**src/rtl/pkt_pkg.sv**
```systemverilog
// Shared constants, count-width helper and FSM state type for the packet
// transmitter / checker pair.
package pkt_pkg;

    localparam int unsigned DEF_PACKET_WIDTH   = 32;
    localparam int unsigned DEF_NUMBER_OF_WORD = 5;
    localparam int unsigned DEF_MAX_COUNT      = 15;
    localparam int unsigned DEF_IDLE_GAP       = 1;

    // Width of every saturating counter in the packet blocks.
    function automatic int unsigned cnt_width(input int unsigned max_count);
        return (max_count < 2) ? 1 : $clog2(max_count);
    endfunction

    typedef enum logic [1:0] {
        FILL = 2'd0,
        SEND = 2'd1,
        GAP  = 2'd2
    } pkt_state_t;

endpackage

```
**src/rtl/pkt_sat_counter.sv**
```systemverilog
// Saturating up-counter with increment enable; holds at MAX_COUNT.
module pkt_sat_counter #(
    parameter int unsigned WIDTH     = 4,
    parameter int unsigned MAX_COUNT = 15
) (
    input  logic             clk,
    input  logic             rst,
    input  logic             i_inc,
    output logic [WIDTH-1:0] o_count
);

    logic [WIDTH-1:0] r_count;

    // Count enabled increments until the saturation value is reached.
    always_ff @(posedge clk or negedge rst) begin
        if (!rst) begin
            r_count <= '0;
        end else if (i_inc && (r_count != WIDTH'(MAX_COUNT))) begin
            r_count <= r_count + 1'b1;
        end
    end

    assign o_count = r_count;

endmodule

```
**src/rtl/packet_transmitter.sv**
```systemverilog
// Packet transmitter: buffers NUMBER_OF_WORD upstream words, then sends them
// as a framed stream (SOP/EOP/valid) with downstream backpressure, followed
// by IDLE_GAP idle cycles. Counts sent packets with saturation.
// Optional build macro PKT_TX_ERR_INJECT_EN adds err_inject_req, which
// truncates the next packet by one word (EOP moved to the second-last word)
// and counts such packets in packet_err_injected_counter.
module packet_transmitter
    import pkt_pkg::*;
#(
    parameter int unsigned PACKET_WIDTH   = DEF_PACKET_WIDTH,
    parameter int unsigned NUMBER_OF_WORD = DEF_NUMBER_OF_WORD,
    parameter int unsigned MAX_COUNT      = DEF_MAX_COUNT,
    parameter int unsigned IDLE_GAP       = DEF_IDLE_GAP
) (
    input  logic                               clk,
    input  logic                               rst,
    input  logic                               word_in_valid,
    input  logic [PACKET_WIDTH-1:0]            word_in_data,
    output logic                               word_in_ready,
    input  logic                               tx_ready,
    output logic                               data_valid,
    output logic [PACKET_WIDTH-1:0]            packet_data_out,
    output logic                               start_of_packet,
    output logic                               end_of_packet,
    output logic                               packet_sent_flag,
    output logic [cnt_width(MAX_COUNT)-1:0]    packet_sent_counter
`ifdef PKT_TX_ERR_INJECT_EN
    ,
    input  logic                               err_inject_req,
    output logic [cnt_width(MAX_COUNT)-1:0]    packet_err_injected_counter
`endif
);

    localparam int unsigned CW        = cnt_width(MAX_COUNT);
    localparam logic [2:0]  LAST_IDX  = 3'(NUMBER_OF_WORD - 1);
    localparam logic [2:0]  SHORT_IDX = 3'(NUMBER_OF_WORD - 2);
    localparam logic [2:0]  GAP_LAST  = 3'((IDLE_GAP == 0) ? 0 : IDLE_GAP - 1);

    pkt_state_t              r_state;
    pkt_state_t              w_next_state;
    logic [2:0]              r_wr_idx;
    logic [2:0]              r_rd_idx;
    logic [2:0]              r_gap_cnt;
    logic [PACKET_WIDTH-1:0] r_buf [NUMBER_OF_WORD];

    logic                    r_word_in_ready;
    logic                    r_data_valid;
    logic [PACKET_WIDTH-1:0] r_data;
    logic                    r_sop;
    logic                    r_eop;
    logic                    r_sent_flag;

    logic                    w_accept;
    logic                    w_last_accept;
    logic                    w_eop_xfer;
    logic [2:0]              w_rd_next;
    logic                    w_first_eop;
    logic                    w_next_eop;
    logic                    w_armed_now;   // arming seen so far for the packet being filled
    logic                    w_pkt_armed;   // arming of the packet currently being sent
    logic                    w_sent_inc;
    logic                    w_err_inc;

`ifdef PKT_TX_ERR_INJECT_EN
    logic r_armed;

    assign w_armed_now = r_armed || ((r_state == FILL) && err_inject_req);
    assign w_pkt_armed = r_armed;

    // Latch an injection request seen during FILL; cleared on re-entering FILL.
    always_ff @(posedge clk or negedge rst) begin
        if (!rst) begin
            r_armed <= 1'b0;
        end else if ((r_state != FILL) && (w_next_state == FILL)) begin
            r_armed <= 1'b0;
        end else begin
            r_armed <= w_armed_now;
        end
    end
`else
    assign w_armed_now = 1'b0;
    assign w_pkt_armed = 1'b0;
`endif

    assign w_rd_next   = r_rd_idx + 3'd1;
    assign w_first_eop = ((w_armed_now ? SHORT_IDX : LAST_IDX) == 3'd0);
    assign w_next_eop  = (w_rd_next == (w_pkt_armed ? SHORT_IDX : LAST_IDX));
    assign w_sent_inc  = w_eop_xfer && !w_pkt_armed;
    assign w_err_inc   = w_eop_xfer && w_pkt_armed;

    // State register.
    always_ff @(posedge clk or negedge rst) begin
        if (!rst) begin
            r_state <= FILL;
        end else begin
            r_state <= w_next_state;
        end
    end

    // Next-state decode and handshake qualifiers.
    always_comb begin
        w_next_state  = r_state;
        w_accept      = 1'b0;
        w_last_accept = 1'b0;
        w_eop_xfer    = 1'b0;
        case (r_state)
            FILL: begin
                w_accept      = word_in_valid && r_word_in_ready;
                w_last_accept = w_accept && (r_wr_idx == LAST_IDX);
                if (w_last_accept) begin
                    w_next_state = SEND;
                end
            end
            SEND: begin
                w_eop_xfer = r_data_valid && tx_ready && r_eop;
                if (w_eop_xfer) begin
                    w_next_state = (IDLE_GAP == 0) ? FILL : GAP;
                end
            end
            GAP: begin
                if (r_gap_cnt == GAP_LAST) begin
                    w_next_state = FILL;
                end
            end
            default: w_next_state = FILL;
        endcase
    end

    // Ready is registered, so it only rises after a full cycle spent in FILL.
    always_ff @(posedge clk or negedge rst) begin
        if (!rst) begin
            r_word_in_ready <= 1'b0;
        end else begin
            r_word_in_ready <= (r_state == FILL) && (w_next_state == FILL);
        end
    end

    // Write index and idle-gap counter.
    always_ff @(posedge clk or negedge rst) begin
        if (!rst) begin
            r_wr_idx  <= '0;
            r_gap_cnt <= '0;
        end else begin
            if (w_last_accept) begin
                r_wr_idx <= '0;
            end else if (w_accept) begin
                r_wr_idx <= r_wr_idx + 3'd1;
            end
            r_gap_cnt <= (r_state == GAP) ? r_gap_cnt + 3'd1 : 3'd0;
        end
    end

    // Payload buffer; contents need no reset.
    always_ff @(posedge clk) begin
        if (w_accept) begin
            r_buf[r_wr_idx] <= word_in_data;
        end
    end

    // Output word registers: load word 0 on the last fill beat, advance on each
    // transfer, clear after the EOP transfer; hold while tx_ready is low.
    always_ff @(posedge clk or negedge rst) begin
        if (!rst) begin
            r_data_valid <= 1'b0;
            r_data       <= '0;
            r_sop        <= 1'b0;
            r_eop        <= 1'b0;
            r_rd_idx     <= '0;
            r_sent_flag  <= 1'b0;
        end else begin
            r_sent_flag <= w_eop_xfer;
            if (w_last_accept) begin
                r_data_valid <= 1'b1;
                r_data       <= r_buf[0];
                r_sop        <= 1'b1;
                r_eop        <= w_first_eop;
                r_rd_idx     <= '0;
            end else if ((r_state == SEND) && tx_ready) begin
                if (r_eop) begin
                    r_data_valid <= 1'b0;
                    r_data       <= '0;
                    r_sop        <= 1'b0;
                    r_eop        <= 1'b0;
                    r_rd_idx     <= '0;
                end else begin
                    r_data   <= r_buf[w_rd_next];
                    r_sop    <= 1'b0;
                    r_eop    <= w_next_eop;
                    r_rd_idx <= w_rd_next;
                end
            end
        end
    end

    pkt_sat_counter #(
        .WIDTH     (CW),
        .MAX_COUNT (MAX_COUNT)
    ) u_sent_cnt (
        .clk     (clk),
        .rst     (rst),
        .i_inc   (w_sent_inc),
        .o_count (packet_sent_counter)
    );

`ifdef PKT_TX_ERR_INJECT_EN
    pkt_sat_counter #(
        .WIDTH     (CW),
        .MAX_COUNT (MAX_COUNT)
    ) u_err_cnt (
        .clk     (clk),
        .rst     (rst),
        .i_inc   (w_err_inc),
        .o_count (packet_err_injected_counter)
    );
`else
    logic w_unused_err;
    assign w_unused_err = w_err_inc;
`endif

    assign word_in_ready    = r_word_in_ready;
    assign data_valid       = r_data_valid;
    assign packet_data_out  = r_data;
    assign start_of_packet  = r_sop;
    assign end_of_packet    = r_eop;
    assign packet_sent_flag = r_sent_flag;

endmodule
```
**config.mk**
```make
export PLATFORM = sky130hd
export DESIGN_NAME = packet_transmitter
export DESIGN_NICKNAME = d
export VERILOG_FILES = /design/src/rtl/pkt_pkg.sv /design/src/rtl/pkt_sat_counter.sv /design/src/rtl/packet_transmitter.sv
export SDC_FILE = /design/constraint.sdc
export NUM_CORES = 1
export LEC_CHECK = 0
export CAP_MARGIN = 20
export CORE_MARGIN = 10
export CORE_UTILIZATION = 50
export CTS_CLUSTER_DIAMETER = 50
export CTS_CLUSTER_SIZE = 14
export DETAILED_ROUTE_END_ITERATION = 8
export PLACE_DENSITY = 0.78
export SLEW_MARGIN = 20
export SYNTH_ARGS = -nofsm -noshare
export SYNTH_HDL_FRONTEND = slang
export SYNTH_SLANG_ARGS = --single-unit
```
**constraint.sdc**
```tcl
create_clock -name clk -period 11.2 [get_ports clk]
set_clock_uncertainty 0.05 [all_clocks]
set_input_delay 2.24 -clock clk [delete_from_list [all_inputs] [get_ports clk]]
set_output_delay 2.24 -clock clk [all_outputs]
set_load 0.02 [all_outputs]
```
==> results of run 1 <==
how the worst min path moves through the flow:
stage                                      start                     end  slack, ps  cells past startpoint
after global placement    r_gap_cnt[0]$_DFF_PN0_  r_gap_cnt[0]$_DFF_PN0_        390                      1
after CTS                 r_gap_cnt[0]$_DFF_PN0_  r_gap_cnt[0]$_DFF_PN0_        420                      1
after floorplan           r_gap_cnt[0]$_DFF_PN0_  r_gap_cnt[0]$_DFF_PN0_        380                      1
after global routing      r_gap_cnt[0]$_DFF_PN0_  r_gap_cnt[0]$_DFF_PN0_        450                      1
final                     r_gap_cnt[0]$_DFF_PN0_  r_gap_cnt[0]$_DFF_PN0_        420                      1
after detailed placement  r_gap_cnt[0]$_DFF_PN0_  r_gap_cnt[0]$_DFF_PN0_        410                      1
routing by layer:
layer | GRT usage (%) | vias up
li1 | - | 2186
met5 | 0 | -
met1 | 20.7 | 2570
met3 | 2.35 | 29
met4 | 5.00 | 0
met2 | 29.1 | 158
Yosys cell counts (all sizes together):
library cell and n:
a21oi 1, a311oi 1, a31o 1, a32o 1, a41oi 1, and3b 1, and4bb 1, buf 23
clkbuf 14, dfrtp 52, edfxtp 160, ha 7, inv 40, mux2 2, mux4 32, nand2 11
nand2b 1, nand3 69, nand3b 2, nand4bb 1, nor2 6, nor2b 1, nor3 4, nor4 5
nor4bb 1, o2111ai 32, o211ai 32, o21ai 5, o22ai 1, o31ai 1, o32ai 1, xnor2 2
xor2 2
through the flow:
stage,instance area (um2),worst slack (ps)
CTS,10300,6670
global route,10300,6650
floorplan,8670,4890
detailed placement,9660,6170
global placement,9660,6250
finish,10300,6800
registers in the layout (all words and copies together) (netlist names):
register            flops
packet_data_out        32
word_in_ready           1
packet_sent_flag        1
r_wr_idx                3
r_buf                 160
start_of_packet         1
r_rd_idx                3
r_gap_cnt               3
data_valid              1
u_sent_cnt.o_count      4
end_of_packet           1
r_state                 2
area by class of cell:
type / count / area, um2 / area share, %
clock buffer: 32 / 577 / 5.59
clock inverter: 4 / 52.6 / 0.510
inverter: 40 / 150 / 1.46
multi-input combinational: 225 / 2280 / 22.2
sequential: 212 / 6110 / 59.2
tap: 225 / 282 / 2.73
timing repair buffer: 90 / 861 / 8.35
cells by family (layout without fill, tap and decap cells):
logic type / count (synthesis) / after routing / synth area share, %
DFF: 212 / 212 / 70.4
and+or+nand+nor: 103 / 103 / 6.31
AOI/OAI and AO/OA: 77 / 77 / 9.05
buffers and inverters: 77 / 166 / 4.23
muxes: 34 / 34 / 8.57
adders and majority gates: 7 / 7 / 1.01
xor gates and xnor gates: 4 / 4 / 0.404
power by group through the flow:
stage / logic, mW / registers, mW / clock network, mW
4_1_cts: 0.902 / 1.10 / 0.667
3_5_place_dp: 0.897 / 1.11 / 0
2_1_floorplan: 0.545 / 1.15 / 0
6_report: 0.895 / 1.10 / 0.653
3_3_place_gp: 0.869 / 1.11 / 0
5_1_grt: 0.963 / 1.11 / 0.700
critical path, delay by kind of cell:
kind                   cells  cell delay [ps]
AND/OR/NAND/NOR            2              920
buffers and inverters      3             1320
==> summary.md, run 1 <==
| Metric | Value |
|---|---|
| Final Setup Violations | `0` |
| Post-DR wirelength/cell | `about 23 um` |
| Commonest non-fill, non-tap cell in the layout | `edfxtp_1` |
| RSZ-0062 raised after global routing | `no` |
| Post-CTS Setup Bufs | `0` |
| Non-filler instance count after layout | `approximately 830` |
| FMAX | `around 0.23 GHz` |
| Sw Share | `between 30% and 40%` |
| Grt ovf | `0` |
| Crit path largest cell delay | `about 800 ps` |
| Fin. max-slew vios | `0` |
| Critical path, cell by cell | `clkdlybuf4s50_1 > nand4bb_2 > buf_4 > nor4_2 > buf_4` |
| Largest net degree at the start of global routing | `67` |
| Type of destination of the critical path | `register` |
| Pwr/cell area | `about 260 mW/mm2` |
| Reg2Reg Capture Point | `packet_data_out[15]$_DFFE_PN0P_` |
| Chip height | `around 150 um` |
| Vias per inst | `5.97` |
| Final HPWL DP | `approximately 12 mm` |
| Number of global-route vias before repair | `5371` |
| Area Growth Syn to Fin | `19.0%` |
| Detail Route Antenna Nets | `0` |
| Port bufs | `76` |
| Final min period | `between 4000 and 5000 ps` |
| Max clock buf depth | `3` |
| # IOs | `77` |
| Area of the die | `0.0230 mm2` |
| Clock sinks | `roughly 210` |
| Largest area contributor in the netlist | `edfxtp_1` |
| Total CTS buffers | `20` |
| Row cnt | `48` |
| Initial antenna violation count | `0` |
| Crit-path max FO | `38` |
| WL met1 | `about 7.5 mm` |
| Worst-Skew Late Latency | `490 ps` |
| Final period utilization | `39.3%` |
| Worst flop-to-flop path startpoint | `r_rd_idx[0]$_DFFE_PN0P_` |
| Psw | `0.874 mW` |
| Worst-case reg-to-reg path depth | `5` |
| Fin. Hold Viols | `0` |
| Core Footprint | `~0.017 mm2` |
| Clk slew on worst S/H paths | `60 ps` |
| Slew headroom | `about 29%` |
| Worst EP required | `11290 ps` |
| Most frequent cells in the layout | `160 x edfxtp_1, 75 x clkdlybuf4s50_1, 68 x nand3_1` |
| Met2 WL | `between 9 and 10 mm` |
| Reg power frac | `41.5%` |
| Nets | `~630` |
| H-tree levels | `1` |
| R2r setup slk | `8210 ps` |
| Post-Syn Area | `~0.0087 mm2` |
| Hold Buf Count CTS | `0` |
| CP Launch Type | `primary input` |
| Fill cells | `1268` |
| Syn_nets | `about 560` |
| WL final | `18.8 mm` |
| Clock share of power | `24.7%` |
| Ant diodes | `0` |
| Max Cap Viol | `0` |
| CTS tree | `yes` |
| Critical path launch point | `word_in_valid` |
| LEAKAGE | `roughly 3.6 nW` |
| Mapped Cells | `514` |
| Internal power | `1.77 mW` |
| # DRC | `0` |
| Critical path class | `in -> reg` |
| Share of the synthesized area in the top cell type | `a little under three fifths` |
| HP Class | `reg -> reg` |
| Combinational power share | `between 30 and 40%` |
| Met3 WL | `~1.1 mm` |
| Critical Path AT | `~4500 ps` |
| Initial DRC count | `around 410` |
| Dpl cells | `about 800` |
| Syn_area_per_cell | `approximately 17 um2` |
| Cell variety after synth | `40` |
| Setup TNS after final layout | `0 ps` |
| Max Used Layer | `met4` |
| PostCTS Resize Cnt | `0` |
| Post-Route Utilization | `between 60% and 70%` |
| Routability cong. | `about 0.76` |
| Layout cell share with drive strength beyond 1 | `about a fifth` |
| Fin Hold WS | `between 400 and 500 ps` |
| Maximum vdd drop | `about 150 uV` |
| Synth top area cells | `edfxtp_1 55%, dfrtp_1 15%, mux4_2 8.3%` |
| Outcome | `finished, final reports clean` |
| Worst setup endpoint | `r_buf[0][24]$_DFFE_PP_` |
| Max stage delay cell, worst path | `nor4_2` |
| Sequential area share after synthesis | `a little over two thirds` |
| First-pass iteration count of the detailed router | `4` |
| DIE WIDTH | `152 um` |
| Post-synthesis register bit count | `212` |
| Vias | `approximately 5000` |
| Ys Warns | `0` |
| Most used cell, CP | `buf_4` |
| GR Util All Layers | `between 10% and 20%` |
| Initial Util | `50.5%` |
| Pwr Total | `2.65 mW` |
| Clk root buf | `clkbuf_16` |
| First-pass GRT wire length | `29.7 mm` |
| Slew at the pin with the worst max-slew slack | `approximately 1100 ps` |
No activity file was read; power rests on OpenSTA's default activity.
==> inputs of run 2 (changes only) <==
==> constraint.sdc (replaced) <==
create_clock -name clk -period 4.2 [get_ports clk]
set_clock_uncertainty 0.05 [all_clocks]
set_input_delay 0.84 -clock clk [delete_from_list [all_inputs] [get_ports clk]]
set_output_delay 0.84 -clock clk [all_outputs]
set_load 0.02 [all_outputs]
==> summary.md, run 2 (synthesized netlist as in run 1, its figures left out) <==
| Metric | Value |
|---|---|
| Outcome | `finished, final reports clean` |
| Worst slack at placement | `1100 ps (-5070 ps)` |
| LEAKAGE | `3.61 nW (+0.68%)` |
| Commonest non-fill, non-tap cell in the layout | `edfxtp_1` |
| Fin. Hold Viols | `0 (unchanged)` |
| Vias per inst | `6.02 (+0.89%)` |
| R2r setup slk | `1600 ps (-6610 ps)` |
| # DRC | `0 (unchanged)` |
| Pwr/cell area | `685 mW/mm2 (+170%)` |
| Crit-path max FO | `37 (-2.6%)` |
| Vias | `5023 (+1.6%)` |
| Ant diodes | `0 (unchanged)` |
| GR Util All Layers | `17.2% (+0.63 points)` |
| Crit path largest cell delay | `540 ps (-260 ps)` |
| WL final | `19.6 mm (+4.3%)` |
| Final setup margin | `1530 ps (-5260 ps)` |
| Area of the die | `0.0230 mm2 (unchanged)` |
| Layout cell share with drive strength beyond 1 | `19.9% (+0.63 points)` |
| Post-Route Utilization | `60.1% (about the same)` |
| Detail Route Antenna Nets | `0 (unchanged)` |
| Initial DRC count | `407 (-0.97%)` |
| Max clock buf depth | `3 (unchanged)` |
| Critical path launch point | `word_in_valid` |
| Clk slew on worst S/H paths | `70 ps (about the same)` |
| Core Footprint | `0.0172 mm2 (unchanged)` |
| Fill cells | `1266 (-0.16%)` |
| Non-filler instance count after layout | `834 (+0.72%)` |
| Critical Path AT | `3010 ps (-1490 ps)` |
| CP Launch Type | `primary input` |
| Dpl cells | `798 (+0.76%)` |
| Final min period | `~2700 ps` |
| Largest net degree at the start of global routing | `67 (unchanged)` |
| Post-CTS Setup Bufs | `0 (unchanged)` |
| First-pass GRT wire length | `30.2 mm (+1.7%)` |
| Nets | `638 (+0.95%)` |
| Type of destination of the critical path | `register` |
| Routability cong. | `0.757 (-0.66%)` |
| Max Cap Viol | `0 (unchanged)` |
| Slew at the pin with the worst max-slew slack | `873 ps (-193 ps)` |
| Worst flop-to-flop path startpoint | `r_rd_idx[0]$_DFFE_PN0P_` |
| Port bufs | `76 (unchanged)` |
| Total CTS buffers | `20 (unchanged)` |
| # IOs | `77 (unchanged)` |
| Hold Buf Count CTS | `0 (unchanged)` |
| Post-DR wirelength/cell | `23.6 um (+3.5%)` |
| First-pass iteration count of the detailed router | `5 (+1)` |
| Initial antenna violation count | `0 (unchanged)` |
| Row cnt | `48 (unchanged)` |
| Worst EP required | `4540 ps (-6750 ps)` |
| Grt ovf | `0 (unchanged)` |
| Final Setup Violations | `0 (unchanged)` |
| HP Class | `in -> async` |
| CTS tree | `yes` |
| CP delay by family, top | `simple AND/OR/NAND/NOR gates` |
| Max reg flops | `160 (unchanged)` |
| Chip height | `152 um (unchanged)` |
| Critical path class | `in -> reg` |
| Biggest register | `r_buf` |
| RSZ-0062 raised after global routing | `no` |
| Initial Util | `50.5% (unchanged)` |
| DIE WIDTH | `152 um (unchanged)` |
| Pwr Total | `7.08 mW (+170%)` |
| Clock sinks | `212 (unchanged)` |
| Area Growth Syn to Fin | `19.1% (about the same)` |
| Fin. max-slew vios | `0 (unchanged)` |
| Slew headroom | `41.8% (+13 points)` |
| Critical path, cell by cell | `clkdlybuf4s50_1 > nor4bb_1 > buf_4 > nand3_4 > a32o_1` |
| Buffers & Inverters on Critical Path | `2 (-1)` |
| Most frequent cells in the layout | `160 x edfxtp_1, 75 x clkdlybuf4s50_1, 68 x nand3_1` |
| Worst-Skew Late Latency | `500 ps (about the same)` |
| H-tree levels | `1 (unchanged)` |
| Final HPWL DP | `11.8 mm (+2.1%)` |
| PostCTS Resize Cnt | `0 (unchanged)` |
| Final period utilization | `a little under two thirds` |
| Clk root buf | `clkbuf_16` |
| Maximum vdd drop | `393 uV (+160%)` |
| FMAX | `0.375 GHz` |
| Number of global-route vias before repair | `5369 (-0.037%)` |
| Max stage delay cell, worst path | `nand3_4` |
-- run 2: final timing paths --
check / endpoint / depth (start not counted)
max: r_rd_idx[2]$_DFFE_PN0P_ / 5
min: r_wr_idx[1]$_DFFE_PN0P_ / 1
max reg2reg: packet_data_out[19]$_DFFE_PN0P_ / 5
min reg2reg: r_gap_cnt[0]$_DFF_PN0_ / 1
max in group asynchronous: r_state[0]$_DFF_PN0_ / 2
min in group clk: r_gap_cnt[0]$_DFF_PN0_ / 1
-- run 2: cell type report --
cell class,instances,area [um2],area share (%)
multi-input cells,225,2260,21.9
flip-flops and latches,212,6110,59.2
inverters,40,150,1.45
repair buffers,96,906,8.77
well taps,225,282,2.73
clock buffers,31,563,5.45
clock inverters,5,57.6,0.558
-- run 2: where the power goes --
| group | total, mW | internal (mW) | switching [mW] |
|---|---|---|---|
| logic | 2.42 | 1.07 | 1.35 |
| clock network | 1.73 | 0.992 | 0.733 |
| registers | 2.93 | 2.66 | 0.276 |
-- run 2: per-stage QoR --
| step | hold slack, ps | area [um2] | setup TNS [ps] |
|---|---|---|---|
| after floorplan | 382 | 8670 | -91290 |
| after global placement | 393 | 9700 | 0 |
| after detailed placement | 416 | 9700 | 0 |
| after CTS | 421 | 10300 | 0 |
| after global routing | 443 | 10300 | 0 |
| final | 411 | 10300 | 0 |
-- run 2: per-layer routing --
layer  global-route usage [%]  up-vias  part of all wire (%)
li1                         -     2198                     -
met1                     20.4     2578                    37
met2                     30.4      213                    53
met3                     3.33       34                   7.5
met4                     5.91        0                   2.3
met5                        0        -                     0
-- run 2: worst register-to-register path, stage by stage, from the launching register on --
cell and delay [ps]:
dfrtp_2 580, ha_1 720, buf_4 460, mux4_2 360, nand3_1 130, o2111ai_2 140
==> inputs of run 3 (changes only) <==
==> constraint.sdc (replaced) <==
create_clock -name clk -period 2.63 [get_ports clk]
set_clock_uncertainty 0.05 [all_clocks]
set_input_delay 0.526 -clock clk [delete_from_list [all_inputs] [get_ports clk]]
set_output_delay 0.526 -clock clk [all_outputs]
set_load 0.02 [all_outputs]
==> summary.md, run 3 (synthesized netlist as in run 1, its figures left out) <==
| Metric | Value |
|---|---|
| Fill cells | `1214 (-4.1%)` |
| Vias | `5140 (+2.3%)` |
| Biggest register | `r_buf` |
| Crit-path max FO | `8 (-78%)` |
| # IOs | `77 (unchanged)` |
| Fin. max-slew vios | `0 (unchanged)` |
| Row cnt | `48 (unchanged)` |
| Ant diodes | `0 (unchanged)` |
| Dpl cells | `804 (+0.75%)` |
| RSZ-0062 raised after global routing | `no` |
| Slew at the pin with the worst max-slew slack | `658 ps (-215 ps)` |
| Commonest non-fill, non-tap cell in the layout | `edfxtp_1` |
| Total CTS buffers | `22 (+10%)` |
| Initial DRC count | `456 (+12%)` |
| Initial antenna violation count | `0 (unchanged)` |
| Worst slack at placement | `153 ps (-951 ps)` |
| First-pass GRT wire length | `31.2 mm (+3.5%)` |
| Non-filler instance count after layout | `844 (+1.2%)` |
| Port bufs | `76 (unchanged)` |
| Grt ovf | `0 (unchanged)` |
| Slew headroom | `56.1% (+14 points)` |
| GR Layer Usage met1 | `21.6% (+1.2 points)` |
| Fin. Hold Viols | `0 (unchanged)` |
| Worst EP required | `2050 ps (-2490 ps)` |
| HP Class | `in -> async` |
| Final HPWL DP | `12.0 mm (+1.4%)` |
| Layout cell share with drive strength beyond 1 | `21.6% (+1.8 points)` |
| Type of destination of the critical path | `primary output` |
| Core Footprint | `0.0172 mm2 (unchanged)` |
| DIE WIDTH | `152 um (unchanged)` |
| Post-CTS Setup Bufs | `0 (unchanged)` |
| Clock sinks | `212 (unchanged)` |
| Routability cong. | `0.792 (+4.7%)` |
| FMAX | `about 0.45 GHz` |
| Initial Util | `50.5% (unchanged)` |
| Critical Path AT | `1660 ps (-1350 ps)` |
| Outcome | `finished, final reports clean` |
| Most frequent cells in the layout | `160 x edfxtp_1, 75 x clkdlybuf4s50_1, 68 x nand3_1` |
| Buffers & Inverters on Critical Path | `1 (-1)` |
| H-tree levels | `1 (unchanged)` |
| Critical path class | `reg -> out` |
| CP delay by family, top | `buffers and inverters` |
| CP Launch Type | `register` |
| Clk root buf | `clkbuf_16` |
| CTS tree | `yes` |
| Crit path largest cell delay | `670 ps (+130 ps)` |
| Number of global-route vias before repair | `5664 (+5.5%)` |
| Critical path, cell by cell | `clkdlybuf4s50_1` |
| Hold Buf Count CTS | `0 (unchanged)` |
| First-pass iteration count of the detailed router | `5 (unchanged)` |
| WL final | `19.7 mm (+0.24%)` |
| Post-DR wirelength/cell | `23.3 um (-0.95%)` |
| Max clock buf depth | `3 (unchanged)` |
| Clk slew on worst S/H paths | `60 ps (about the same)` |
| Maximum vdd drop | `650 uV (+65%)` |
| Vias per inst | `6.09 (+1.1%)` |
| Gr busiest metal | `met2` |
| Max Cap Viol | `0 (unchanged)` |
| Chip height | `152 um (unchanged)` |
| GR met2 Demand/Resource | `30.1% (-0.33 points)` |
| M3 GR Usage | `3.30% (-0.030 points)` |
| Area of the die | `0.0230 mm2 (unchanged)` |
| LEAKAGE | `3.72 nW (+3.1%)` |
| Worst-Skew Late Latency | `500 ps (about the same)` |
| Max reg flops | `160 (unchanged)` |
| Max stage delay cell, worst path | `clkdlybuf4s50_1` |
| Pwr/cell area | `1120 mW/mm2 (+63%)` |
| Detail Route Antenna Nets | `0 (unchanged)` |
| Final period utilization | `85.0%` |
| # DRC | `0 (unchanged)` |
| Final Setup Violations | `0 (unchanged)` |
| PostCTS Resize Cnt | `0 (unchanged)` |
| Final setup margin | `396 ps (-1140 ps)` |
| GR Util All Layers | `17.5% (+0.37 points)` |
| Final min period | `around 2200 ps` |
| Largest net degree at the start of global routing | `67 (unchanged)` |
| Area Growth Syn to Fin | `22.1%` |
| Nets | `646 (+1.3%)` |
==> run 3: cell count changes in the layout (fill, tap and decap cells not counted), sizes merged <==
cell    change
inv         -1
clkbuf      -1
clkinv      +5
buf         +6
bufinv      +1
==> run 3: layout make-up <==
class,count,area (um2),share of cell area [%]
sequential,212,6110,57.7
multi-input combinational,225,2300,21.7
timing repair buffer,102,988,9.34
clock buffer,30,642,6.06
tap,225,282,2.66
inverter,40,150,1.42
clock inverter,10,116,1.10
==> run 3: path summary, 6_finish.rpt <==
path	start	end	slack (ps)	depth (start not counted)
worst max register to register	r_wr_idx[0]$_DFFE_PN0P_	packet_data_out[1]$_DFFE_PN0P_	570	6
worst min register to register	r_gap_cnt[0]$_DFF_PN0_	r_gap_cnt[0]$_DFF_PN0_	420	1
min in group clk	r_gap_cnt[0]$_DFF_PN0_	r_gap_cnt[0]$_DFF_PN0_	420	1
max in group asynchronous	rst	r_rd_idx[0]$_DFFE_PN0P_	1900	2
worst min-delay path	rst	r_gap_cnt[1]$_DFF_PN0_	2	1
worst max-delay path	end_of_packet$_DFFE_PN0P_	end_of_packet	400	1
==> run 3: stage by stage <==
step	cell area (um2)	hold slack, ps	setup TNS (ps)	util (%)	power (mW)
3_3_place_gp	9830	393	0	57.2	8.58
4_1_cts	10600	20.7	0	61.6	11.9
3_5_place_dp	9830	416	0	57.2	8.71
6_report	10600	1.94	0	61.6	11.8
5_1_grt	10600	31.2	0	61.6	12.4
2_1_floorplan	8710	180	-79740	-	7.23
==> run 3: power by group <==
group          internal (mW)  switching [mW]
clock                   1.92            1.24
sequential              4.24           0.421
combinational           1.77            2.22
==> run 3: layer usage <==
metal	vias up	wire (um)
met3	32	1410
met4	0	390
met1	2688	7770
li1	2218	-
met5	-	0
met2	202	10100
